**config.mk**
```make
export PLATFORM = sky130hd
export DESIGN_NAME = alu_share_ctrl
export DESIGN_NICKNAME = d
export VERILOG_FILES = /design/src/rtl/alu_share_ctrl.sv
export SDC_FILE = /design/constraint.sdc
export NUM_CORES = 1
export LEC_CHECK = 0
export ABC_CLOCK_PERIOD_IN_PS = 2200
export CORE_ASPECT_RATIO = 1.4
export CORE_MARGIN = 5
export CORE_UTILIZATION = 40
export CTS_CLUSTER_SIZE = 14
export DETAILED_ROUTE_END_ITERATION = 8
export GPL_ROUTABILITY_DRIVEN = 1
export GPL_TIMING_DRIVEN = 0
export HOLD_SLACK_MARGIN = 0.02
export PLACE_DENSITY = 0.81
export SLEW_MARGIN = 40
export SYNTH_ARGS = -nofsm -noshare
export SYNTH_HDL_FRONTEND = slang
export SYNTH_SLANG_ARGS = --single-unit
```
**constraint.sdc**
```tcl
create_clock -name clk -period 2.2 [get_ports clk]
set_clock_uncertainty 0.1 [all_clocks]
set_input_delay 0.22 -clock clk [delete_from_list [all_inputs] [get_ports clk]]
set_output_delay 0.22 -clock clk [all_outputs]
set_load 0.05 [all_outputs]
```
**src/rtl/alu_share_ctrl.sv**
```systemverilog
// alu_share_ctrl: sequences one shared combinational ALU between two requesters.
// Each operation takes one request handshake (IDLE), one cycle for the ALU to
// evaluate the registered operands (EXEC), and a held response until it is
// consumed (RESP). Ties between the requesters are broken round-robin.
// Optional build macro: ALU_SHARE_FIXED_PRIO_EN selects fixed priority, with
// requester 0 winning every tie, and removes the round-robin pointer.
module alu_share_ctrl #(
    parameter int unsigned WIDTH = 32,
    parameter int unsigned OPW   = 4
) (
    input  logic             clk,
    input  logic             rst_n,

    // Requester 0
    input  logic             req0_valid_i,
    output logic             req0_ready_o,
    input  logic [WIDTH-1:0] req0_a_i,
    input  logic [WIDTH-1:0] req0_b_i,
    input  logic [OPW-1:0]   req0_op_i,

    // Requester 1
    input  logic             req1_valid_i,
    output logic             req1_ready_o,
    input  logic [WIDTH-1:0] req1_a_i,
    input  logic [WIDTH-1:0] req1_b_i,
    input  logic [OPW-1:0]   req1_op_i,

    // Response 0
    output logic             rsp0_valid_o,
    input  logic             rsp0_ready_i,
    output logic [WIDTH-1:0] rsp0_y_o,
    output logic             rsp0_zero_o,

    // Response 1
    output logic             rsp1_valid_o,
    input  logic             rsp1_ready_i,
    output logic [WIDTH-1:0] rsp1_y_o,
    output logic             rsp1_zero_o,

    // Shared ALU
    output logic [WIDTH-1:0] alu_a_o,
    output logic [WIDTH-1:0] alu_b_o,
    output logic [OPW-1:0]   alu_op_o,
    input  logic [WIDTH-1:0] alu_y_i,
    input  logic             alu_zero_i,

    output logic             busy_o
);

    typedef enum logic [1:0] {
        StIdle,
        StExec,
        StResp
    } state_e;

    state_e state_q, state_d;

    // Operand registers feeding the ALU; they hold after EXEC until the next grant.
    logic [WIDTH-1:0] alu_a_q, alu_a_d;
    logic [WIDTH-1:0] alu_b_q, alu_b_d;
    logic [OPW-1:0]   alu_op_q, alu_op_d;

    // Owner of the operation in flight: 0 or 1.
    logic             owner_q, owner_d;

    // Per-requester result registers; the non-owner's copy is left untouched.
    logic [WIDTH-1:0] rsp0_y_q, rsp0_y_d;
    logic [WIDTH-1:0] rsp1_y_q, rsp1_y_d;
    logic             rsp0_zero_q, rsp0_zero_d;
    logic             rsp1_zero_q, rsp1_zero_d;

`ifndef ALU_SHARE_FIXED_PRIO_EN
    // Last granted requester; resets to 1 so requester 0 wins the first tie.
    logic             ptr_q, ptr_d;
`endif

    logic gnt0, gnt1;
    logic accept;
    logic rsp_done;

    // Arbitration among valid requesters; only acted upon in IDLE.
    always_comb begin
        gnt0 = 1'b0;
        gnt1 = 1'b0;
`ifdef ALU_SHARE_FIXED_PRIO_EN
        if (req0_valid_i) begin
            gnt0 = 1'b1;
        end else if (req1_valid_i) begin
            gnt1 = 1'b1;
        end
`else
        if (req0_valid_i && req1_valid_i) begin
            // The side that did not win last time goes next.
            gnt0 = ptr_q;
            gnt1 = ~ptr_q;
        end else begin
            gnt0 = req0_valid_i;
            gnt1 = req1_valid_i;
        end
`endif
    end

    // FSM state register.
    always_ff @(posedge clk or negedge rst_n) begin
        if (!rst_n) begin
            state_q <= StIdle;
        end else begin
            state_q <= state_d;
        end
    end

    // FSM next-state logic.
    always_comb begin
        state_d = state_q;
        unique case (state_q)
            StIdle: begin
                if (accept) begin
                    state_d = StExec;
                end
            end
            StExec: begin
                state_d = StResp;
            end
            StResp: begin
                if (rsp_done) begin
                    state_d = StIdle;
                end
            end
            default: begin
                state_d = StIdle;
            end
        endcase
    end

    // FSM outputs: ready only in IDLE (and never while reset is held),
    // response valid only for the owner while in RESP.
    always_comb begin
        req0_ready_o = 1'b0;
        req1_ready_o = 1'b0;
        rsp0_valid_o = 1'b0;
        rsp1_valid_o = 1'b0;
        busy_o       = 1'b1;
        unique case (state_q)
            StIdle: begin
                busy_o       = 1'b0;
                req0_ready_o = gnt0 & rst_n;
                req1_ready_o = gnt1 & rst_n;
            end
            StExec: begin
                busy_o = 1'b1;
            end
            StResp: begin
                rsp0_valid_o = ~owner_q;
                rsp1_valid_o = owner_q;
            end
            default: begin
                busy_o = 1'b1;
            end
        endcase
    end

    assign accept   = (req0_valid_i & req0_ready_o) | (req1_valid_i & req1_ready_o);
    assign rsp_done = (rsp0_valid_o & rsp0_ready_i) | (rsp1_valid_o & rsp1_ready_i);

    // Datapath next-state: latch the winner's request, then capture the ALU result.
    always_comb begin
        alu_a_d     = alu_a_q;
        alu_b_d     = alu_b_q;
        alu_op_d    = alu_op_q;
        owner_d     = owner_q;
        rsp0_y_d    = rsp0_y_q;
        rsp1_y_d    = rsp1_y_q;
        rsp0_zero_d = rsp0_zero_q;
        rsp1_zero_d = rsp1_zero_q;
`ifndef ALU_SHARE_FIXED_PRIO_EN
        ptr_d       = ptr_q;
`endif

        if (accept) begin
            owner_d = req1_ready_o;
`ifndef ALU_SHARE_FIXED_PRIO_EN
            ptr_d   = req1_ready_o;
`endif
            if (req1_ready_o) begin
                alu_a_d  = req1_a_i;
                alu_b_d  = req1_b_i;
                alu_op_d = req1_op_i;
            end else begin
                alu_a_d  = req0_a_i;
                alu_b_d  = req0_b_i;
                alu_op_d = req0_op_i;
            end
        end

        if (state_q == StExec) begin
            if (owner_q) begin
                rsp1_y_d    = alu_y_i;
                rsp1_zero_d = alu_zero_i;
            end else begin
                rsp0_y_d    = alu_y_i;
                rsp0_zero_d = alu_zero_i;
            end
        end
    end

    // Datapath registers.
    always_ff @(posedge clk or negedge rst_n) begin
        if (!rst_n) begin
            alu_a_q     <= '0;
            alu_b_q     <= '0;
            alu_op_q    <= '0;
            owner_q     <= 1'b0;
            rsp0_y_q    <= '0;
            rsp1_y_q    <= '0;
            rsp0_zero_q <= 1'b0;
            rsp1_zero_q <= 1'b0;
`ifndef ALU_SHARE_FIXED_PRIO_EN
            ptr_q       <= 1'b1;
`endif
        end else begin
            alu_a_q     <= alu_a_d;
            alu_b_q     <= alu_b_d;
            alu_op_q    <= alu_op_d;
            owner_q     <= owner_d;
            rsp0_y_q    <= rsp0_y_d;
            rsp1_y_q    <= rsp1_y_d;
            rsp0_zero_q <= rsp0_zero_d;
            rsp1_zero_q <= rsp1_zero_d;
`ifndef ALU_SHARE_FIXED_PRIO_EN
            ptr_q       <= ptr_d;
`endif
        end
    end

    assign alu_a_o     = alu_a_q;
    assign alu_b_o     = alu_b_q;
    assign alu_op_o    = alu_op_q;
    assign rsp0_y_o    = rsp0_y_q;
    assign rsp1_y_o    = rsp1_y_q;
    assign rsp0_zero_o = rsp0_zero_q;
    assign rsp1_zero_o = rsp1_zero_q;

endmodule

```
==> results.cfg, run 1 <==
[yosys]
synthDistinctLibCells = 29
synth_top_area_share_pct = 56.30
syn_area_um2 = 6090
ys_seq_elements = 138
ys_warn_count = 0
synth_top_area_cell = dfrtp_1
ys_seq_area_share_pct = 56.73
netlist_top_cells_area = dfrtp_1, a31oi_1, mux2_2, a21oi_1, nand3_1
synth_fp_nets = 733
syn_avg_cell_area_um2 = 10.91
synthCells = 558

[clock_network]
cts_tree = done
clk_latency_ns = 0.41
path_clk_slew_ns = 0.07
ctsRootBufferMaster = clkbuf_16
h-tree-depth = 4
cts_made_buffers = 17
clockBufferDepth = 2
cts.sinks = 138

[route]
vias_per_cell = 5.379
remaining_drc_errors = 0
drtAntennaViolNets = 0
drtIter0Drc = 322
wl_mm = 22.03
first_pass_iters = 5
avgRoutedWirePerCell_um = 20.03
vias = 5917

[pwr]
p_leak_nw = 3.970
power.density_nw_per_um2 = 1722
peakVddDrop_uv = 1140

[placed_design]
dp_cells = 1065
place_hpwl_mm = 16.67
placed_area_um2 = 9523
place_congestion = 0.8876
place_ws_ns = -0.4361
port-buffer-count = 313

[sta]
fmax_mhz = 471.8
finalSetupViolations = 0
hold_violations = 0
timing.final.ws_setup_ns = 0.08035
rsz0062_at_grt = true
maxSlewHeadroom_pct = 62.19
fin_tns_setup_ns = 0
hold_slack_ns = 0.2612
tightest_slew_ns = 0.5653
slew_violations = 0
period_needed_ns = 2.120
period_share_pct = 96.35

[grt]
antenna_found_initial = 0
grt_overflow = 0
grt_pass1_vias = 5903
grtUsageTotal_pct = 24.10
grt_pass1_wl_mm = 33.11
grt_max_degree = 63

[finish]
syn_to_final_growth_pct = 67.41
final-instance-count-excl-fill = 1100
multi_input_area_um2 = 2335
mostFrequentLayoutCells = clkdlybuf4s50_1, dfrtp_1, a21oi_1
design_area_um2 = 10190
final_common_cell = clkdlybuf4s50_1
fill_cells = 1184
final_nets = 1070
register_area_um2 = 3455
diodes = 0
drive_above_1_share_pct = 11.34

[die]
start_util_pct = 40.63
rows = 53
die_y_um = 156.0
die-area_um2 = 17830
fp.coreArea_um2 = 14990
die_w_um = 114.3
ios = 314

[critical_path]
cp-end-kind = primary output
worst-path-max-fanout = 10
critPathKind = register to primary output
critical_path_required_ns = 1.88
worst_ep_arrival_time_ns = 1.80
start_kind = register

[flow_run]
drv_cap = 0

[outcome]
outcome = complete, no violations

[worst_hold_path]
hold_class = primary input to async pin
-- cell usage after synthesis, drive strengths merged --
cell type and instances:
nor3b 1, nor2 4, or2 3, and2 1
clkbuf 39, mux2 67, a31oi 68, nand2b 2
dfstp 1, o21ai 69, nand3 68, a21oi 69
or3b 1, a21o 2, a21boi 1, dfrtp 137
nand2 1, buf 21, a21bo 1, inv 2
-- worst max-delay path, cell delays in order (launching register included) --
cell and delay (ns):
dfrtp_1 0.42, or3b_1 0.40, buf_6 0.16, buf_8 0.15, nor2_4 0.10, buf_8 0.15
-- kinds of logic (layout without fill, tap and decap cells) --
logic type	after synthesis	count (layout)	synth area share [%]
buffers and inverters	62	412	5.055
DFF	138	138	56.73
and+or+nand+nor	81	81	6.904
AOI/OAI and AO/OA	210	210	18.92
muxes	67	67	12.39
-- routing by layer --
metal	global-route usage, %	share of wire, %	vias up
met2	43.80	54	267
met3	5.083	6.9	38
met5	0	0	-
met1	27.35	37	2872
li1	-	-	2740
met4	9.508	2.6	0
-- final timing paths --
check	slack [ns]	to	depth (start not counted)	startpoint
max	0.08	req1_ready_o	5	state_q[1]$_DFFE_PN0P_
min	0.26	rsp0_y_o[6]$_DFFE_PN0P_	3	rst_n
max reg2reg	0.17	alu_b_o[26]$_DFFE_PN0P_	5	ptr_q$_DFFE_PN1P_
min reg2reg	0.39	rsp1_y_o[22]$_DFFE_PN0P_	1	rsp1_y_o[22]$_DFFE_PN0P_
max in group asynchronous	1.17	ptr_q$_DFFE_PN1P_	4	rst_n
min in group clk	0.28	alu_op_o[0]$_DFFE_PN0P_	3	req1_op_i[0]
-- state kept, by name (all words and copies together), names as in the netlist --
| name | flops |
|---|---|
| rsp0_y_o | 32 |
| ptr_q | 1 |
| state_q | 2 |
| alu_b_o | 32 |
| rsp1_zero_o | 1 |
| alu_op_o | 4 |
| rsp1_y_o | 32 |
| owner_q | 1 |
| alu_a_o | 32 |
| rsp0_zero_o | 1 |
-- area by class of cell --
cell class | count | share of cell area [%]
multi-input combinational | 358 | 22.90
clock buffer | 18 | 4.210
inverter | 2 | 0.07364
sequential | 138 | 33.89
tap | 192 | 2.356
timing repair buffer | 318 | 31.71
buffer | 60 | 3.105
clock inverter | 14 | 1.755
-- stage by stage --
| stage | utilization [%] | total power [mW] |
|---|---|---|
| global route | 68.02 | 18.31 |
| finish | 68.02 | 17.56 |
| detailed placement | 63.54 | 14.66 |
| CTS | 67.89 | 17.66 |
| global placement | 63.14 | 14.45 |
| floorplan | - | 10.85 |
-- power by group --
group	internal, mW	total [mW]	switching (mW)
clock	1.73	2.95	1.22
combinational	3.45	10.1	6.64
sequential	3.81	4.52	0.715
-- what timing repair did --
action,CTS,global route
hold buffers,2,0
endpoints found under the setup margin,4,3
hold endpoints to repair,137,0
setup buffers,0,1
gates resized for setup,20,4
pin swaps,0,1
Note: power is estimated with default switching activity, not from simulation.
==> run 2: changes to the inputs <==
Settings changed: ABC_AREA set to 1, CORE_UTILIZATION 40 to 41.
==> run 2 against run 1 <==
The run now ends with hold timing left. Routed wire length is 2.7% higher. Global-route usage is 0.22 points higher. Clock power is 1% higher. Critical path type unchanged. Critical endpoint is now rsp0_valid_o.
==> results.cfg, run 2 <==
[outcome]
outcome = finished with violations
violations = hold timing

[placed_design]
place_congestion = 0.8592
dp_cells = 1373
port-buffer-count = 313
place_hpwl_mm = 17.56
place_ws_ns = -0.5471

[die]
die_y_um = 159.8
rows = 54
die-area_um2 = 18700
fp.coreArea_um2 = 15680
ios = 314
start_util_pct = 41.93
die_w_um = 117.0

[yosys]
synthTopCellsByCount = nand2_1, inv_1, dfrtp_1
synth_fp_nets = 1038
ys_warn_count = 0
synthCells = 863
synth_flop_cell = dfrtp_1
synth_top_area_share_pct = 52.16
synth-async-reset-ratio_pct = 100.0
netlist_top_cells_area = dfrtp_1, nand2_1, inv_1, nand4_1, nand3_1
syn_area_um2 = 6573
post-synth-top-count-cell = nand2_1
syn_avg_cell_area_um2 = 7.616
synthDistinctLibCells = 17
synth_edf_count = 0
synth_top_area_cell = dfrtp_1
ys_seq_elements = 138
ys_seq_area_share_pct = 52.56

[finish]
drive_above_1_share_pct = 4.950
final-instance-count-excl-fill = 1408
syn_to_final_growth_pct = 61.53
mostFrequentLayoutCells = clkdlybuf4s50_1, nand2_1, inv_1
final_common_cell = clkdlybuf4s50_1
fill_cells = 1304
final_nets = 1374
diodes = 0

[sta]
slew_violations = 0
finalSetupViolations = 0
period_needed_ns = 2.128
period_share_pct = 96.75
maxSlewHeadroom_pct = 56.98
hold_slack_ns = -0.3613
hold_violations = 61
rsz0062_at_grt = false
fmax_mhz = 469.8
timing.final.ws_setup_ns = 0.07152
tightest_slew_ns = 0.6452

[critical_path]
r2r_cells = 8
crit_path_max_incr_delay_ns = 0.60
cp-end-kind = primary output
start_kind = register
path_cells = inv_1 > nor3_1 > dlygate4sd2_1
critical_path_required_ns = 1.88
cp_slowest_cell = dlygate4sd2_1
worst_ep_arrival_time_ns = 1.81
worst-path-max-fanout = 4
critPathKind = register to primary output

[grt]
grt_max_degree = 77
grtUsageTotal_pct = 24.32
grt_pass1_wl_mm = 35.58
grt_pass1_vias = 6978
grt_overflow = 0
antenna_found_initial = 0

[route]
first_pass_iters = 5
remaining_drc_errors = 0
vias_per_cell = 4.859
wl_mm = 22.62
drtIter0Drc = 421
vias = 6841
drtAntennaViolNets = 0
avgRoutedWirePerCell_um = 16.06

[clock_network]
h-tree-depth = 4
clockBufferDepth = 2
cts_made_buffers = 17
ctsRootBufferMaster = clkbuf_16
path_clk_slew_ns = 0.06
cts.sinks = 138
cts_tree = done
clk_latency_ns = 0.41

[pwr]
power.density_nw_per_um2 = 1649
peakVddDrop_uv = 1065
p_leak_nw = 5.493
total_power_mw = 17.50

[worst_hold_path]
hold_class = primary input to async pin

[flow_run]
drv_cap = 0
-- run 2: cell types whose count changed after synthesis, sizes merged, moves of 5 or more --
cell,before,now
nand2,1,276
inv,2,181
a21oi,69,0
a31oi,68,0
nand4,0,68
mux2,67,0
nand3,68,73
-- run 2: path summary, 6_finish.rpt --
kind                       slack [ns]                       end                    from
min in group clk                 0.27  rsp1_y_o[28]$_DFFE_PN0P_             alu_y_i[28]
max in group asynchronous        1.60    alu_b_o[8]$_DFFE_PN0P_                   rst_n
max                              0.07              rsp0_valid_o  state_q[1]$_DFFE_PN0P_
max reg2reg                      0.27   alu_b_o[19]$_DFFE_PN0P_       ptr_q$_DFFE_PN1P_
min                             -0.36  rsp1_y_o[10]$_DFFE_PN0P_                   rst_n
min reg2reg                      0.37    alu_b_o[7]$_DFFE_PN0P_  alu_b_o[7]$_DFFE_PN0P_
-- run 2: worst max-delay path, delay by kind of cell, from the launching register on --
family,cells,cell delay [ns]
DFF,1,0.42
buffers and inverters,2,0.70
and+or+nand+nor,1,0.28
-- run 2: repair_timing --
item                                    in CTS  in global routing
buffers inserted                             3                  1
endpoints found under the setup margin       5                  3
resized for setup                           20                  3
endpoints found under the hold margin       62                 61
cloned                                       0                  0
pin swaps                                    2                  1
-- run 2: power by group --
part	total (mW)	switching [mW]	internal [mW]	leakage [nW]
Combinational	10.0	6.89	3.12	3.50
Sequential	4.50	0.707	3.79	1.69
Clock	2.99	1.18	1.82	0.296
-- run 2: cells by family (layout without fill, tap and decap cells) --
group / Yosys count / count (layout) / synth area share [%]
and+or+nand+nor: 419 / 419 / 28.27
buffers and inverters: 237 / 586 / 13.86
DFF: 138 / 138 / 52.56
AOI/OAI and AO/OA: 69 / 69 / 5.311
-- run 2: area by class of cell --
cell class | count | area (um2) | share of cell area [%]
Sequential cell | 138 | 3455 | 32.54
Timing Repair Buffer | 318 | 3181 | 29.96
Tap cell | 196 | 245.2 | 2.310
Clock buffer | 18 | 429.2 | 4.042
Inverter | 181 | 679.4 | 6.400
Buffer | 55 | 232.7 | 2.192
Multi-Input combinational cell | 488 | 2210 | 20.81
Clock inverter | 14 | 185.2 | 1.744
-- run 2: through the flow --
| step | hold WS [ns] | setup TNS (ns) | utilization, % | area [um2] |
|---|---|---|---|---|
| floorplan | -0.1756 | 0 | - | 6573 |
| global placement | 0.3608 | -998.66 | 63.48 | 9951 |
| detailed placement | 0.09700 | -2.099 | 63.69 | 9983 |
| CTS | -0.3518 | 0 | 67.75 | 10620 |
| global route | -0.3354 | 0 | 67.73 | 10620 |
| finish | -0.3613 | 0 | 67.73 | 10620 |
-- run 2: metal layers --
| layer | share of wire, % | global-route usage [%] |
|---|---|---|
| met1 | 37 | 27.06 |
| met3 | 9.2 | 7.459 |
| met2 | 50 | 41.84 |
| met5 | 0 | 0 |
| met4 | 4.2 | 10.95 |
==> run 3: changes to the inputs <==
Settings changed: RECOVER_POWER set to 50.
==> run 3 against run 2 <==
Hold slack got worse by 0.0091 ns. Non-clock buffer count did not move. The run still ends with hold timing left. Critical path type unchanged. Clock-buffer cell count is the same. Setup slack got worse by 0.0034 ns. Largest power group unchanged. Register-to-register slack barely moved. Critical endpoint unchanged. Largest cell class unchanged. Utilization decreased by 0.14 points.
==> results.cfg, run 3 (synthesis gave the netlist of run 2 again) <==
[outcome]
outcome = finished with violations
violations = hold timing

[route]
drtIter0Drc = 342
wl_mm = 22.60
first_pass_iters = 5
remaining_drc_errors = 0
avgRoutedWirePerCell_um = 16.05
drtAntennaViolNets = 0
vias_per_cell = 4.861
vias = 6844

[sta]
fin_tns_setup_ns = 0
tightest_slew_ns = 1.061
fmax_mhz = 469.1
period_needed_ns = 2.132
finalSetupViolations = 0
hold_violations = 62
period_share_pct = 96.90
hold_slack_ns = -0.3704
maxSlewHeadroom_pct = 29.23
slew_violations = 0
rsz0062_at_grt = false

[die]
fp.coreArea_um2 = 15680
die_y_um = 159.8
die-area_um2 = 18700
die_w_um = 117.0
start_util_pct = 41.93
ios = 314
rows = 54

[grt]
grt_overflow = 0
grt_max_degree = 77
top_usage_layer = met2
use_met2_pct = 41.84
grt_pass1_vias = 6978
grtUsageTotal_pct = 24.32
grt_pass1_wl_mm = 35.58
grtUsageMet1_pct = 27.06
antenna_found_initial = 0
grt_use_met3_pct = 7.459

[finish]
mostFrequentLayoutCells = clkdlybuf4s50_1, nand2_1, inv_1
drive_above_1_share_pct = 4.785
syn_to_final_growth_pct = 61.18
diodes = 0
final_nets = 1374
final_common_cell = clkdlybuf4s50_1
fill_cells = 1308

[clock_network]
cts_made_buffers = 17
clk_latency_ns = 0.41
ctsRootBufferMaster = clkbuf_16
cts.sinks = 138
path_clk_slew_ns = 0.06
clockBufferDepth = 2
h-tree-depth = 4
cts_tree = done

[placed_design]
place_hpwl_mm = 17.56
place_congestion = 0.8592
port-buffer-count = 313

[critical_path]
critPathKind = register to primary output
critPathTopFamily = buffers and inverters
cp_slowest_cell = dlygate4sd2_1
path_cells = inv_1 > nor3_1 > dlygate4sd2_1
worst-path-max-fanout = 4
rr_startpoint = ptr_q$_DFFE_PN1P_
r2r_cells = 8
start_kind = register
critical_path_required_ns = 1.88
crit_path_max_incr_delay_ns = 0.60
cp-end-kind = primary output
rrSetupSlack_ns = 0.27
worst_ep_arrival_time_ns = 1.81
r2r-end = alu_b_o[19]$_DFFE_PN0P_
path_buf_inv = 2

[pwr]
peakVddDrop_uv = 1068
p_leak_nw = 5.482
power.density_nw_per_um2 = 1651
total_power_mw = 17.49

[flow_run]
drv_cap = 0

[worst_hold_path]
hold_class = primary input to async pin
-- run 3: final cells by class --
class,count,area (um2),share of cell area (%)
flip-flops and latches,138,3455,32.61
repair buffers,318,3161,29.83
multi-input cells,488,2210,20.86
inverters,181,679.4,6.413
clock buffers,18,429.2,4.051
well taps,196,245.2,2.315
plain buffers,55,230.2,2.173
clock inverters,14,185.2,1.748
-- run 3: per-layer routing --
metal  vias up  routed length [um]
met3        62                2079
li1       3338                   -
met2       282               11330
met5         -                   0
met1      3162                8243
met4         0                 955
-- run 3: stage by stage --
step | setup WS (ns) | area [um2] | hold slack, ns | std cells | utilization, %
5_1_grt | 0.01691 | 10590 | -0.3435 | 1408 | 67.58
6_report | 0.06811 | 10590 | -0.3704 | 1408 | 67.58
3_5_place_dp | -0.5471 | 9983 | 0.09700 | 1373 | 63.69
3_3_place_gp | -5.446 | 9951 | 0.3608 | 1372 | 63.48
4_1_cts | 0.004046 | 10620 | -0.3518 | 1408 | 67.75
2_1_floorplan | 0.2286 | 6573 | -0.1756 | 863 | -
-- run 3: worst max-delay path by stage --
| stage | startpoint | end | cells past startpoint |
|---|---|---|---|
| 2_1_floorplan | state_q[0]$_DFFE_PN0P_ | state_q[1]$_DFFE_PN0P_ | 3 |
| 3_3_place_gp | rst_n | req1_ready_o | 7 |
| 3_5_place_dp | req0_valid_i | req1_ready_o | 6 |
| 4_1_cts | state_q[0]$_DFFE_PN0P_ | req0_ready_o | 4 |
| 5_1_grt | state_q[1]$_DFFE_PN0P_ | rsp0_valid_o | 3 |
| 6_report | state_q[1]$_DFFE_PN0P_ | rsp0_valid_o | 3 |
-- run 3: timing repair --
item	CTS	global route
buffers inserted	3	1
pin swaps	2	1
endpoints found under the setup margin	5	3
gates resized for setup	20	3
endpoints found under the hold margin	62	61
-- run 3: power by group --
group	total, mW	switching [mW]	internal (mW)	leakage, nW
logic	10.0	6.89	3.11	3.49
clock network	3.00	1.18	1.82	0.296
registers	4.50	0.706	3.79	1.69
